--- src/rtl/div_rep_sub_if.sv ---
// Handshake/operand bus for the repeated-subtraction divider.
// The master drives start/data_in and the slave (divider) returns the results.
interface div_rep_sub_if;
    logic        start;
    logic [15:0] data_in;
    logic [15:0] quotient;
    logic [15:0] remainder;
    logic        done;
    logic        busy;
    logic        div_by_zero;

    modport master (
        output start, data_in,
        input  quotient, remainder, done, busy, div_by_zero
    );

    modport slave (
        input  start, data_in,
        output quotient, remainder, done, busy, div_by_zero
    );
endinterface

--- src/rtl/div_rep_sub.sv ---
// Unsigned 16-bit divider by repeated subtraction: the FSM loads the dividend,
// then the divisor, from one shared bus and subtracts until R < B.
module div_rep_sub (
    input  logic         i_clk,
    input  logic         i_rst,
    div_rep_sub_if.slave bus
);
    typedef enum logic [2:0] {
        S_IDLE = 3'd0,
        S_LDA  = 3'd1,
        S_LDB  = 3'd2,
        S_SUB  = 3'd3,
        S_DONE = 3'd4
    } state_t;

    state_t      r_state;
    logic [15:0] r_r;
    logic [15:0] r_b;
    logic [15:0] r_q;
    logic        r_done;
    logic        r_busy;
    logic        r_dbz;

    logic [15:0] w_diff;
    logic        w_r_ge_b;
    logic        w_b_zero;

    assign w_diff   = r_r - r_b;
    assign w_r_ge_b = (r_r >= r_b);
    assign w_b_zero = (r_b == 16'd0);

    // Status flags are registered alongside the state so they never depend on inputs.
    always_ff @(posedge i_clk) begin
        if (i_rst) begin
            r_state <= S_IDLE;
            r_r     <= 16'd0;
            r_b     <= 16'd0;
            r_q     <= 16'd0;
            r_done  <= 1'b0;
            r_busy  <= 1'b0;
            r_dbz   <= 1'b0;
        end else begin
            case (r_state)
                S_IDLE: begin
                    if (bus.start) begin
                        r_state <= S_LDA;
                        r_busy  <= 1'b1;
                    end
                end
                S_LDA: begin
                    r_r     <= bus.data_in;
                    r_state <= S_LDB;
                end
                S_LDB: begin
                    r_b     <= bus.data_in;
                    r_q     <= 16'd0;
                    r_state <= S_SUB;
                end
                S_SUB: begin
                    if (w_b_zero) begin
                        r_state <= S_DONE;
                        r_dbz   <= 1'b1;
                        r_busy  <= 1'b0;
                        r_done  <= 1'b1;
                    end else if (w_r_ge_b) begin
                        r_r <= w_diff;
                        r_q <= r_q + 16'd1;
                    end else begin
                        r_state <= S_DONE;
                        r_dbz   <= 1'b0;
                        r_busy  <= 1'b0;
                        r_done  <= 1'b1;
                    end
                end
                S_DONE: begin
                    if (bus.start) begin
                        r_state <= S_LDA;
                        r_dbz   <= 1'b0;
                        r_done  <= 1'b0;
                        r_busy  <= 1'b1;
                    end
                end
                default: begin
                    r_state <= S_IDLE;
                    r_dbz   <= 1'b0;
                    r_done  <= 1'b0;
                    r_busy  <= 1'b0;
                end
            endcase
        end
    end

    assign bus.quotient    = r_q;
    assign bus.remainder   = r_r;
    assign bus.done        = r_done;
    assign bus.busy        = r_busy;
    assign bus.div_by_zero = r_dbz;
endmodule

--- src/flat_wrapper.sv ---
// flat-port wrapper written by rule: the top's interface ports become plain ports
module div_rep_sub_flat 
  (i_clk, i_rst, bus_start, bus_data_in, bus_quotient, bus_remainder, bus_done, bus_busy, bus_div_by_zero);
  div_rep_sub_if bus_i ();
  input  logic i_clk;
  input  logic i_rst;
  input wire logic [$bits(bus_i.start)-1:0] bus_start;
  input wire logic [$bits(bus_i.data_in)-1:0] bus_data_in;
  output wire logic [$bits(bus_i.quotient)-1:0] bus_quotient;
  output wire logic [$bits(bus_i.remainder)-1:0] bus_remainder;
  output wire logic [$bits(bus_i.done)-1:0] bus_done;
  output wire logic [$bits(bus_i.busy)-1:0] bus_busy;
  output wire logic [$bits(bus_i.div_by_zero)-1:0] bus_div_by_zero;
  assign bus_i.start = bus_start;
  assign bus_i.data_in = bus_data_in;
  assign bus_quotient = bus_i.quotient;
  assign bus_remainder = bus_i.remainder;
  assign bus_done = bus_i.done;
  assign bus_busy = bus_i.busy;
  assign bus_div_by_zero = bus_i.div_by_zero;
  div_rep_sub u_core (.i_clk(i_clk), .i_rst(i_rst), .bus(bus_i));
endmodule
--- config.mk ---
export PLATFORM = sky130hd
export DESIGN_NAME = div_rep_sub_flat
export DESIGN_NICKNAME = d
export VERILOG_FILES = /design/src/rtl/div_rep_sub_if.sv /design/src/rtl/div_rep_sub.sv /design/src/flat_wrapper.sv
export SDC_FILE = /design/constraint.sdc
export NUM_CORES = 1
export LEC_CHECK = 0
export ABC_AREA = 0
export CAP_MARGIN = 10
export CELL_PAD_IN_SITES_DETAIL_PLACEMENT = 1
export CELL_PAD_IN_SITES_GLOBAL_PLACEMENT = 1
export CORE_MARGIN = 2
export CORE_UTILIZATION = 42
export CTS_CLUSTER_SIZE = 25
export DETAILED_ROUTE_END_ITERATION = 7
export PLACE_DENSITY_LB_ADDON = 0.1
export SYNTH_ARGS = -nofsm -noshare
export SYNTH_HDL_FRONTEND = slang
export SYNTH_SLANG_ARGS = --single-unit
--- constraint.sdc ---
create_clock -name i_clk -period 4.61 [get_ports i_clk]
set_clock_uncertainty 0.1 [all_clocks]
set_input_delay 0.922 -clock i_clk [delete_from_list [all_inputs] [get_ports i_clk]]
set_output_delay 0.922 -clock i_clk [all_outputs]
set_load 0.01 [all_outputs]
==> results.txt <==
status - finished, final reports clean
All-Layer GR Usage - 24.8%
crit-path cells - inv_1, ha_1, inv_1, fa_1, nand3_1, and3_1, nor4_4, o41a_1, buf_4, nor2_1, a311oi_1
arrival time at the worst endpoint - 3170 ps
post-synth top area share - 32.4%
Synth cell types - 58
CP top delay family - compound AO/OA/AOI/OAI gates
routed vias - 3456
critical path launch point type - flop
H-tree depth - 2
Layout Cells excl Fill - 594
Fin Hold WS - 383 ps
initial antenna violation count - 0
Antenna Nets Post-Route - 0
Die Area - 0.00868 sq mm
ys flop type - dfxtp_1
sequential area share after synthesis - 32.4%
Post-synth EDFFs - 0
# setup viols final - 0
largest net degree at the start of global routing - 44
Post-Route Setup TNS - 0 ps
Most common cell on crit path - inv_1
CTS tree - built
nets - 528
leakage power - 1.46 nW
routed len/inst - 17.4 um
xor and xnor area share after synthesis - 1.57%
GP Congestion - 0.810
Synth Area in Simple Gates - 26.4%
hold bufs inserted after CTS - 0
Post-Route Utilization - 52.6%
DRT Pass-1 Iters - 4
Area contributors post-synth - dfxtp_1 32%, nand2_1 9.4%, a21oi_1 7.6%
hold crit path type - flop to flop
Mapped Nets - 488
Slowest-stage cell, CP - o41a_1
Rows - 32
worst slack at placement - 1620 ps
fraction of final layout cells sized beyond drive strength 1 - 5.28%
largest family of logic cells by synthesized area - simple AND/OR/NAND/NOR gates
Synth-to-Final Area Change - 21.7%
DP Wirelength - 7.42 mm
synthesized-area fraction occupied by adder cells - 6.97%
crit path kind - flop to flop
mux cell area share after synthesis - 1.54%
DRC viols - 0
CP endpoint kind - flop
Yosys warning count - 0
Cell Area, Synth - 0.00334 sq mm
Max Slew Vio Count - 0
Worst Tran Pin Value - 947 ps
CTS Buffer Depth - 2
post-synthesis area per instance - 7.40 sq um
Data required, critical path - 4730 ps
synthesized flop and latch total - 54
placed cell count - 586
RSZ-0062 raised after global routing - no
core box area - 0.00773 sq mm
Synth top cells by count - 84 x nand2_1, 54 x dfxtp_1, 51 x a21oi_1
compound-gate portion of the synthesized area - 24.6%
most common cell in the synthesized netlist - nand2_1
GR Overflow Total - 0
DIE WIDTH - 93.2 um
Clock Sinks - 54
clock-pin slew on the worst setup and hold paths - 100 ps
Synth area leader - dfxtp_1
fin worst setup slack - 1560 ps
TritonCTS Buffers - 5
Setup Fix Bufs, Post-CTS - 0
Starting Density - 43.2%
post-layout minimum cycle time - 3050 ps
global-route wire length before repair - 17.2 mm
Die H - 93.2 um
worst skew pair latency - 320 ps
# diodes - 0
worst vdd ir - 0.173 mV
total length of routed wires - 10.4 mm
IO Count - 54
Mapped Cells - 451
fin crit share - 66.2%
initial drt markers - 111
Max Cap Viol - 0
Max stage delay on crit path - 560 ps
root buf cell - clkbuf_8
Fin. Hold Viols - 0
worst relative slew slack - 36.6%
post-CTS sizing - 0
drt via density - 5.82
worst path bufs/invs - 3
PwrDens - 414 mW/mm^2
FFs w/ async S/R, synth - 0%
IO Port Bufs - 53
FMAX - 328 MHz
CP max FO - 23
vias in the first global route - 3487
worst paths after layout:
check	slack [ps]	from	cells after the start	endpoint
setup / recovery	1560	u_core.bus.remainder[0]$_SDFFE_PP0P_	11	u_core.bus.remainder[5]$_SDFFE_PP0P_
hold / removal	380	u_core.r_b[10]$_SDFFE_PP0N_	2	u_core.r_b[10]$_SDFFE_PP0N_
setup reg to reg	1560	u_core.bus.remainder[0]$_SDFFE_PP0P_	11	u_core.bus.remainder[5]$_SDFFE_PP0P_
hold reg to reg	380	u_core.r_b[10]$_SDFFE_PP0N_	2	u_core.r_b[10]$_SDFFE_PP0N_
per-layer routing:
metal | global-route usage (%) | vias to the layer above | wire (um)
met5 | 0 | - | 0
met4 | 8.21 | 0 | 135
met3 | 2.34 | 10 | 399
met2 | 42.8 | 70 | 4980
met1 | 32.6 | 1676 | 4850
li1 | - | 1700 | -
power breakdown:
group / leakage (nW) / switching, mW / internal, mW
Combinational: 0.951 / 0.443 / 0.297
Sequential: 0.439 / 0.0376 / 0.505
Clock: 0.0714 / 0.169 / 0.232
cells in the final DEF (no fill, tap or decap), types with 4 or more instances in the layout:
| master | n |
|---|---|
| a21oi_1 | 51 |
| a311oi_1 | 8 |
| a31oi_1 | 8 |
| and3_1 | 4 |
| buf_4 | 6 |
| clkbuf_8 | 6 |
| clkdlybuf4s50_1 | 53 |
| dfxtp_1 | 54 |
| ha_1 | 17 |
| inv_1 | 25 |
| mux2i_1 | 4 |
| nand2_1 | 84 |
| nand3_1 | 18 |
| nand4_1 | 9 |
| nor2_1 | 34 |
| nor3_1 | 6 |
| nor4_1 | 8 |
| o21a_1 | 4 |
| o21ai_0 | 26 |
| or3_1 | 7 |
| xnor2_1 | 5 |
cells by family after synthesis:
family,count (synthesis)
simple gates,187
compound gates,130
flops,54
buf+inv,51
fa+ha+maj,18
xor+xnor,6
mux,5
tightest hold or removal path, cell delays in order (launching register included):
cell and delay, ps:
dfxtp_1 330, nand2_1 60, a21oi_1 50
sequential cells by signal, summed over array words and instances, names as in the netlist:
signal	count
u_core.bus.busy	1
u_core.bus.div_by_zero	1
u_core.bus.done	1
u_core.bus.quotient	16
u_core.bus.remainder	16
u_core.r_b	16
u_core.r_state	3
layout make-up:
| cell class | count | area, sq um |
|---|---|---|
| fillers | 996 | 3660 |
| multi-input cells | 346 | 2040 |
| flip-flops and latches | 54 | 1080 |
| repair buffers | 59 | 576 |
| well taps | 102 | 128 |
| inverters | 25 | 93.8 |
| clock buffers | 6 | 82.6 |
| clock inverters | 2 | 60.1 |
stage by stage:
| step | power (mW) | cell area [sq um] |
|---|---|---|
| floorplan | 1.07 | 3340 |
| global route | 1.79 | 4070 |
| CTS | 1.69 | 4070 |
| detailed placement | 1.29 | 3920 |
| global placement | 1.27 | 3920 |
| finish | 1.68 | 4070 |
Note: power is estimated with default switching activity, not from simulation.
